File: src/rtl/riscv_bus_arbiter_if.sv
// riscv_bus_arbiter_if
//   Bundles the cache-side request/response signals and the shared memory
//   port of the bus arbiter.
//   Ports i occupy slice i of the flattened per-port vectors.
//   modport master : arbiter view. It takes the cache requests and the memory
//                    responses, and drives the grants, the readys and the
//                    memory request.
//   modport slave  : environment view, with every direction reversed.
interface riscv_bus_arbiter_if #(
  parameter int PORTS         = 2,
  parameter int ADDRESS_WIDTH = 32,
  parameter int DATA_WIDTH    = 32
);
  logic [PORTS*ADDRESS_WIDTH-1:0] port_address;
  logic [PORTS-1:0]               port_read;
  logic [PORTS-1:0]               port_write;
  logic [PORTS*DATA_WIDTH-1:0]    port_out;
  logic [PORTS-1:0]               port_grant;
  logic [PORTS-1:0]               port_ready;
  logic [ADDRESS_WIDTH-1:0]       memory_address;
  logic                           memory_read;
  logic                           memory_write;
  logic [DATA_WIDTH-1:0]          memory_out;
  logic                           memory_busy;
  logic                           memory_ready;
  logic [DATA_WIDTH-1:0]          memory_in;

  modport master (
    input  port_address, port_read, port_write, port_out,
    input  memory_busy, memory_ready, memory_in,
    output port_grant, port_ready,
    output memory_address, memory_read, memory_write, memory_out
  );

  modport slave (
    output port_address, port_read, port_write, port_out,
    output memory_busy, memory_ready, memory_in,
    input  port_grant, port_ready,
    input  memory_address, memory_read, memory_write, memory_out
  );
endinterface

File: src/rtl/riscv_bus_arbiter.sv
// riscv_bus_arbiter
//   N-port arbiter that shares one memory port among several cache ports.
//   It uses fixed priority or round-robin selection, and it honours memory
//   backpressure. An in-order owner FIFO holds up to DEPTH entries and routes
//   each memory response back to the port that issued it.
//   Ports:
//     clock          : system clock; all state changes on the rising edge
//     reset          : synchronous, active low
//     bus            : cache request/response and memory port (master modport)
//     outstanding    : number of requests currently in flight
//     protocol_error : sticky flag, set by a response with nothing in flight
module riscv_bus_arbiter #(
  parameter int PORTS         = 2,
  parameter int DEPTH         = 4,
  parameter int ROUND_ROBIN   = 0,
  parameter int ADDRESS_WIDTH = 32,
  parameter int DATA_WIDTH    = 32
) (
  input  logic                       clock,
  input  logic                       reset,
  riscv_bus_arbiter_if.master        bus,
  output logic [$clog2(DEPTH+1)-1:0] outstanding,
  output logic                       protocol_error
);
  localparam int PW = (PORTS > 1) ? $clog2(PORTS) : 1;
  localparam int QW = (DEPTH > 1) ? $clog2(DEPTH) : 1;
  localparam int CW = $clog2(DEPTH + 1);

  logic [PW-1:0] r_rr;
  logic [PW-1:0] r_owner [DEPTH];
  logic [QW-1:0] r_wptr;
  logic [QW-1:0] r_rptr;
  logic [CW-1:0] r_count;
  logic          r_perr;

  logic [PORTS-1:0] w_req;
  logic             w_any;
  logic [PW-1:0]    w_sel;
  logic             w_can_issue;
  logic             w_push;
  logic             w_pop;
  logic [PW-1:0]    w_head;
  int               w_idx;

  assign w_req = bus.port_read | bus.port_write;

  // In fixed-priority mode, the scan starts at port 0.
  // In round-robin mode, the scan starts at r_rr and wraps.
  always_comb begin
    w_any = 1'b0;
    w_sel = '0;
    w_idx = 0;
    for (int k = 0; k < PORTS; k++) begin
      w_idx = (ROUND_ROBIN != 0) ? (int'(r_rr) + k) % PORTS : k;
      if (!w_any && w_req[PW'(w_idx)]) begin
        w_any = 1'b1;
        w_sel = PW'(w_idx);
      end
    end
  end

  // A response that arrives in the same cycle frees a slot. A full FIFO can
  // therefore still issue while it pops.
  assign w_can_issue = reset && !bus.memory_busy &&
                       ((r_count < CW'(DEPTH)) || bus.memory_ready);
  assign w_push      = w_can_issue && w_any;
  assign w_pop       = reset && bus.memory_ready && (r_count != '0);
  assign w_head      = r_owner[r_rptr];

  always_comb begin
    bus.port_grant = '0;
    bus.port_ready = '0;
    if (w_push) bus.port_grant[w_sel] = 1'b1;
    if (w_pop)  bus.port_ready[w_head] = 1'b1;
  end

  // When no port is granted, port 0 drives the address and data.
  // Both strobes are then low.
  always_comb begin
    bus.memory_address = bus.port_address[ADDRESS_WIDTH-1:0];
    bus.memory_out     = bus.port_out[DATA_WIDTH-1:0];
    for (int i = 1; i < PORTS; i++) begin
      if (w_push && (w_sel == PW'(i))) begin
        bus.memory_address = bus.port_address[i*ADDRESS_WIDTH +: ADDRESS_WIDTH];
        bus.memory_out     = bus.port_out[i*DATA_WIDTH +: DATA_WIDTH];
      end
    end
  end

  // If a port asserts both strobes, the write wins.
  assign bus.memory_write = w_push && bus.port_write[w_sel];
  assign bus.memory_read  = w_push && bus.port_read[w_sel] && !bus.port_write[w_sel];

  // The owner storage holds data only, so it needs no reset.
  always_ff @(posedge clock) begin
    if (w_push) r_owner[r_wptr] <= w_sel;
  end

  always_ff @(posedge clock) begin
    if (!reset) begin
      r_rr    <= '0;
      r_wptr  <= '0;
      r_rptr  <= '0;
      r_count <= '0;
      r_perr  <= 1'b0;
    end else begin
      if (w_push) r_wptr <= (r_wptr == QW'(DEPTH-1)) ? '0 : r_wptr + 1'b1;
      if (w_pop)  r_rptr <= (r_rptr == QW'(DEPTH-1)) ? '0 : r_rptr + 1'b1;
      if (w_push && !w_pop)      r_count <= r_count + 1'b1;
      else if (w_pop && !w_push) r_count <= r_count - 1'b1;
      if (bus.memory_ready && (r_count == '0)) r_perr <= 1'b1;
      if ((ROUND_ROBIN != 0) && w_push)
        r_rr <= (w_sel == PW'(PORTS-1)) ? '0 : w_sel + 1'b1;
    end
  end

  assign outstanding    = r_count;
  assign protocol_error = r_perr;
endmodule
File: src/flat_wrapper.sv
// flat-port wrapper written by rule: the top's interface ports become plain ports
module riscv_bus_arbiter_flat 
#(
  parameter int PORTS         = 2,
  parameter int DEPTH         = 4,
  parameter int ROUND_ROBIN   = 0,
  parameter int ADDRESS_WIDTH = 32,
  parameter int DATA_WIDTH    = 32
)
  (clock, reset, outstanding, protocol_error, bus_port_address, bus_port_read, bus_port_write, bus_port_out, bus_memory_busy, bus_memory_ready, bus_memory_in, bus_port_grant, bus_port_ready, bus_memory_address, bus_memory_read, bus_memory_write, bus_memory_out);
  riscv_bus_arbiter_if #(.PORTS(PORTS), .ADDRESS_WIDTH(ADDRESS_WIDTH), .DATA_WIDTH(DATA_WIDTH)) bus_i ();
  input  logic clock;
  input  logic reset;
  output logic [$clog2(DEPTH+1)-1:0] outstanding;
  output logic protocol_error;
  input wire logic [$bits(bus_i.port_address)-1:0] bus_port_address;
  input wire logic [$bits(bus_i.port_read)-1:0] bus_port_read;
  input wire logic [$bits(bus_i.port_write)-1:0] bus_port_write;
  input wire logic [$bits(bus_i.port_out)-1:0] bus_port_out;
  input wire logic [$bits(bus_i.memory_busy)-1:0] bus_memory_busy;
  input wire logic [$bits(bus_i.memory_ready)-1:0] bus_memory_ready;
  input wire logic [$bits(bus_i.memory_in)-1:0] bus_memory_in;
  output wire logic [$bits(bus_i.port_grant)-1:0] bus_port_grant;
  output wire logic [$bits(bus_i.port_ready)-1:0] bus_port_ready;
  output wire logic [$bits(bus_i.memory_address)-1:0] bus_memory_address;
  output wire logic [$bits(bus_i.memory_read)-1:0] bus_memory_read;
  output wire logic [$bits(bus_i.memory_write)-1:0] bus_memory_write;
  output wire logic [$bits(bus_i.memory_out)-1:0] bus_memory_out;
  assign bus_i.port_address = bus_port_address;
  assign bus_i.port_read = bus_port_read;
  assign bus_i.port_write = bus_port_write;
  assign bus_i.port_out = bus_port_out;
  assign bus_i.memory_busy = bus_memory_busy;
  assign bus_i.memory_ready = bus_memory_ready;
  assign bus_i.memory_in = bus_memory_in;
  assign bus_port_grant = bus_i.port_grant;
  assign bus_port_ready = bus_i.port_ready;
  assign bus_memory_address = bus_i.memory_address;
  assign bus_memory_read = bus_i.memory_read;
  assign bus_memory_write = bus_i.memory_write;
  assign bus_memory_out = bus_i.memory_out;
  riscv_bus_arbiter #(.PORTS(PORTS), .DEPTH(DEPTH), .ROUND_ROBIN(ROUND_ROBIN), .ADDRESS_WIDTH(ADDRESS_WIDTH), .DATA_WIDTH(DATA_WIDTH)) u_core (.clock(clock), .reset(reset), .bus(bus_i), .outstanding(outstanding), .protocol_error(protocol_error));
endmodule
File: config.mk
export PLATFORM = sky130hd
export DESIGN_NAME = riscv_bus_arbiter_flat
export DESIGN_NICKNAME = d
export VERILOG_FILES = /design/src/rtl/riscv_bus_arbiter_if.sv /design/src/rtl/riscv_bus_arbiter.sv /design/src/flat_wrapper.sv
export SDC_FILE = /design/constraint.sdc
export NUM_CORES = 1
export LEC_CHECK = 0
export BUFFER_PORTS_ARGS = -buffer_cell sky130_fd_sc_hd__clkbuf_2
export CORE_AREA = 2 2 93 95
export CTS_CLUSTER_SIZE = 16
export DETAILED_ROUTE_END_ITERATION = 8
export DIE_AREA = 0 0 95 97
export HOLD_SLACK_MARGIN = 0.03
export PLACE_DENSITY_LB_ADDON = 0.3
export RECOVER_POWER = 100
export SYNTH_ARGS = -nofsm -noshare
export SYNTH_HDL_FRONTEND = slang
export SYNTH_SLANG_ARGS = --single-unit
File: constraint.sdc
create_clock -name clock -period 1.91 [get_ports clock]
set_input_delay 0.382 -clock clock [delete_from_list [all_inputs] [get_ports clock]]
set_output_delay 0.382 -clock clock [all_outputs]
set_load 0.005 [all_outputs]
# Yosys cells after proc, flatten, opt, wreduce, memory -nomap -nowiden
# Cells that the tools add are included.
word_totals:
  inputBits: 168
  wordCells: 35
  ram_bits: 0
  latchBits: 0
  rom_bits: 0
  ff_bits: 4
  out_inout_bits: 74
  memories: 0
classes:
  n_mul: 0
  n_addsub: 2
  div: 0
  n_shift: 0
  n_reduce_logical: 20
  bitwise_logic: 1
  eq_ne: 0
  muxes: 7
  magnitude_cmp: 3
op_table:
  columns: ["cell", "count"]
  rows:
  - ["$logic_and A1 B1 Y1", 12]
  - ["$mux W3", 2]
  - ["$logic_not A1 Y1", 4]
  - ["$add A3 B1 Y3 const B", 1]
  - ["$logic_not A3 Y1", 1]
  - ["$lt A3 B3 Y1 const B", 1]
  - ["$mux W1", 3]
  - ["$reduce_bool A3 Y1", 1]
  - ["$sub A3 B1 Y3 const B", 1]
  - ["$lt A1 B2 Y1 const AB", 1]
  - ["$mux W2", 1]
  - ["$reduce_bool A2 Y1", 1]
  - ["$demux W1 S1", 1]
  - ["$ge A1 B1 Y1 const AB", 1]
  - ["$logic_or A1 B1 Y1", 1]
  - ["$or A1 B1 Y1", 1]

# Depth between registers and ports, before layout
logic_depth:
  depth_word: 8
  ltp_mapped: 9
  ltp_nobuf: 9

# Worst setup path after synthesis
# No wires, ideal clock.
synth_path:
  path_kind: "register -> register"
  from: "reg u_core.r_count[1] (netlist: u_core.outstanding[1])"
  to: "reg u_core.r_count[2] (netlist: u_core.outstanding[2])"
  period_less_slack_ns: 2.028
  t_required_ns: 1.840
  setup_slack_ns: -0.118
  arrival_ns: 1.958
  stages_incl_launch_ff: 9
  setup_ns: 0.070
  path_buffers: 0
  path_cell_list: "dfxtp_1 -> or3_1 -> nand3_1 -> ha_1 -> inv_1 -> fa_1 -> xor2_1 -> or3_1 -> a21boi_1"
synth_via:
  elab_chain_len: 7
  elab_cells_between_ends: 15
  classes_between: "add/sub: 2; order compare: 1; mux: 2; reduce/logical: 10"
synth_lines:
  columns: ["item", "line", "rtl"]
  rows:
  - ["start, declared", "riscv_bus_arbiter.sv:33", "logic [CW-1:0] r_count;"]
  - ["start signal, assigned", "riscv_bus_arbiter.sv:109", "if (w_push && !w_pop) r_count <= r_count + 1'b1;"]
  - ["start signal, assigned", "riscv_bus_arbiter.sv:110", "else if (w_pop && !w_push) r_count <= r_count - 1'b1;"]
  - ["$lt A3 B3 Y1", "riscv_bus_arbiter.sv:65", "((r_count < CW'(DEPTH)) || bus.memory_ready);"]
  - ["$logic_or A1 B1 Y1", "riscv_bus_arbiter.sv:65", null]
  - ["$logic_and A1 B1 Y1", "riscv_bus_arbiter.sv:64", "assign w_can_issue = reset && !bus.memory_busy &&"]
  - ["$logic_and A1 B1 Y1", "riscv_bus_arbiter.sv:66", "assign w_push = w_can_issue && w_any;"]
  - ["$logic_not A1 Y1", "riscv_bus_arbiter.sv:110", null]
  - ["$logic_and A1 B1 Y1", "riscv_bus_arbiter.sv:110", null]
  - ["$reduce_bool A2 Y1 (no source line)", null, null]
# Several ways; a longest one is shown, not always the timed one. The select of a mux whose other input is x is not followed.
# A chain may end at the register's enable or synchronous reset.

# Final worst setup path
# Ends and elaborated chain as after synthesis.

==> metrics.txt <==
status finished, violations left; violated checks negative setup slack; RSZ-0062 raised after global routing true; nets@finish 230; Crit Path Class reg2reg; Hold/Removal Path Class in2reg; Slew Viols, Final 0; Design Area, Final approximately 620 um2; Detailed Place HPWL approximately 1500 um; Yosys reg bits 4; Fin. Hold Viols 0; top cell type's share of synthesized area between 60% and 70%; die area around 0.009 mm2; DRT iter0 DRCs 10; fin crit period ~1.9 ns; port buffer count 13; Unique masters post-synth 21; Syn Inst Count 97; initial core utilization a little under a tenth; PwrDens ~850 mW/mm2; Synth async-reset ratio 0%; gr busiest metal met3; top-count cell post-synth buf_4; global placer's final weighted congestion about 0.63; worst path cell trace or3_4 -> nand3_4 -> ha_4 -> inv_2 -> fa_2 -> xor2_1 -> or3_1 -> a21boi_1; WP data required a little over 2 ns; total I/O pin count about 240; Power Total about 520 uW; cell area after placement roughly 520 um2; Static Leak around 0.25 nW; hold endpoint u_core.protocol_error; vias in the first global route 400; GRT Total Usage between 3 and 4%; drt first pass iters 2; Reg2Reg Setup Slack -0.001 ns; gr ovfl total 0; Post-Syn Area between 700 and 800 um2; final setup skew roughly 0.00013 ns; Synthesis Warnings 0; fillers about 950; GRT met1 Usage ~2.5%; depth of the CTS H-tree 1; Synth top cells by count 68 x buf_4, 4 x dfxtp_1, 3 x inv_1, 3 x nor2_1; Most used DFF post-synth dfxtp_1; post-synth top area cell buf_4; CTS Buffer Depth 2; DIE HEIGHT 97 um; Finish-stage setup viols 1; FF-to-FF Start u_core.outstanding[1]; Num CTS Buffers 3; routed len/inst approximately 10 um; hold_buf cts 0; Cell Rows 33; via count approximately 350; drt drc 0; Hold Crit Depth 3; crit path max fanout 2; Worst path slowest cell or3_4; crit start category flip-flop; min-delay src bus_memory_ready; syn avg cell area 7.80 um2; R2R cell count 8; CTS tree done; pin count of the biggest net entering global routing 6; Via density between 2 and 2.5; Area contributors post-synth buf_4 67%, dfxtp_1 11%, fa_1 2.6%; antenna-violating nets left 0; CORE AREA just over 0.008 mm2; Num Clock Sinks 4; Clock transition at path regs ~0.030 ns; global-route wire length before repair about 2400 um; EDFF count, synth 0; # diodes 0; CP delay by family, top simple AND/OR/NAND/NOR gates; critical path endpoint category flip-flop; fin crit share 100%; CP Buf/Inv Count 1; final WL approximately 1700 um; Peak VDD IR 0.306 mV; GRT met3 Usage approximately 5.4%; Die Span X approximately 95 um; routing usage on met2 approximately 3.7%; Max-Cap Viols 0; layout cells sized above 1 between 60% and 70%; fin worst setup slack -0.00149 ns; Fmax approximately 520 MHz; largest incremental delay on the critical path between 0.3 and 0.4 ns; Area Overhead vs Synth -18.2%; worst r2r dst u_core.outstanding[2]; Arr. time, crit path between 2 and 2.5 ns; register area share after synthesis 10.6%; Clk Latency, worst-skew pair around 0.21 ns; initial antenna violation count 0; cell at the root of the clock tree clkbuf_8
[power breakdown]
group          switching [mW]  total, mW  internal [mW]
combinational          0.0975      0.228          0.131
sequential             0.0136      0.121          0.108
clock                  0.0406      0.175          0.134
total                   0.152      0.524          0.372
[timing repair]
| item | 4_1_cts | 5_1_grt |
|---|---|---|
| resized for setup | 8 | 2 |
| setup endpoints to repair | 1 | 1 |
| endpoints found under the hold margin | 0 | 0 |
| pin swaps | 2 | 4 |
| setup buffers | 2 | 1 |
[worst max path at each step]
stage                                      from                     to  slack, ns  cells after the start
final                     u_core.outstanding[1]  u_core.outstanding[2]     -0.001                      8
after global routing      u_core.outstanding[2]  u_core.outstanding[2]      -0.09                      9
after CTS                 u_core.outstanding[1]  u_core.outstanding[2]      -0.02                      8
after detailed placement       bus_memory_ready  u_core.outstanding[2]      -0.26                     10
after global placement         bus_memory_ready  u_core.outstanding[2]      -0.24                     10
after floorplan           u_core.outstanding[1]  u_core.outstanding[2]      -0.03                      8
[worst reg2reg max path, stage by stage, from the launching register on]
cell and delay [ns]:
dfxtp_2 0.31, or3_4 0.39, nand3_4 0.08, ha_4 0.14, inv_2 0.03, fa_2 0.32, xor2_1 0.15, or3_1 0.30
a21boi_1 0.12
[per-stage QoR]
stage	worst slack (ns)	cells	TNS [ns]	hold slack (ns)	utilization, %
floorplan	-0.0293	98	-0.0293	0.482	-
global placement	-0.242	157	-0.253	0.488	6.41
detailed placement	-0.258	157	-0.301	0.488	6.41
CTS	-0.0216	162	-0.0216	0.497	7.55
global route	-0.0854	163	-0.0854	0.509	7.61
finish	-0.00149	163	-0.00149	0.467	7.61
[flip-flops by register name, indices dropped and copies added, names as in the netlist]
name / flops
u_core.outstanding: 3
u_core.protocol_error: 1
[area by class of cell]
type | count | area, um2 | share of cell area (%)
well taps | 105 | 131 | 21.2
inverters | 3 | 11.3 | 1.82
multi-input cells | 23 | 199 | 32.1
flip-flops and latches | 4 | 83.8 | 13.5
repair buffers | 25 | 153 | 24.6
clock buffers | 3 | 41.3 | 6.67
[metal layers]
metal | up-vias | routed length (um)
met1 | 138 | 405
met4 | 0 | 155
li1 | 152 | -
met3 | 22 | 557
met5 | - | 0
met2 | 34 | 555
[cells by family after synthesis]
logic type / count (synthesis) / synth area share [%]
buf+inv: 71 / 68.9
simple gates: 13 / 9.75
flops: 4 / 10.6
compound gates: 3 / 2.31
fa+ha+maj: 2 / 4.30
xor+xnor: 2 / 2.31
other cells: 1 / 0.495
mux: 1 / 1.32
[cell usage in the layout, fill, tap and decap left out, types with 2 or more instances in the layout]
cell type / count
clkbuf_8: 3
nor2b_1: 2
clkbuf_1: 2
dfxtp_2: 3
clkbuf_2: 11
nor2_1: 2
buf_4: 12
conb_1: 2
inv_1: 2
No activity file was read; power rests on OpenSTA's default activity.
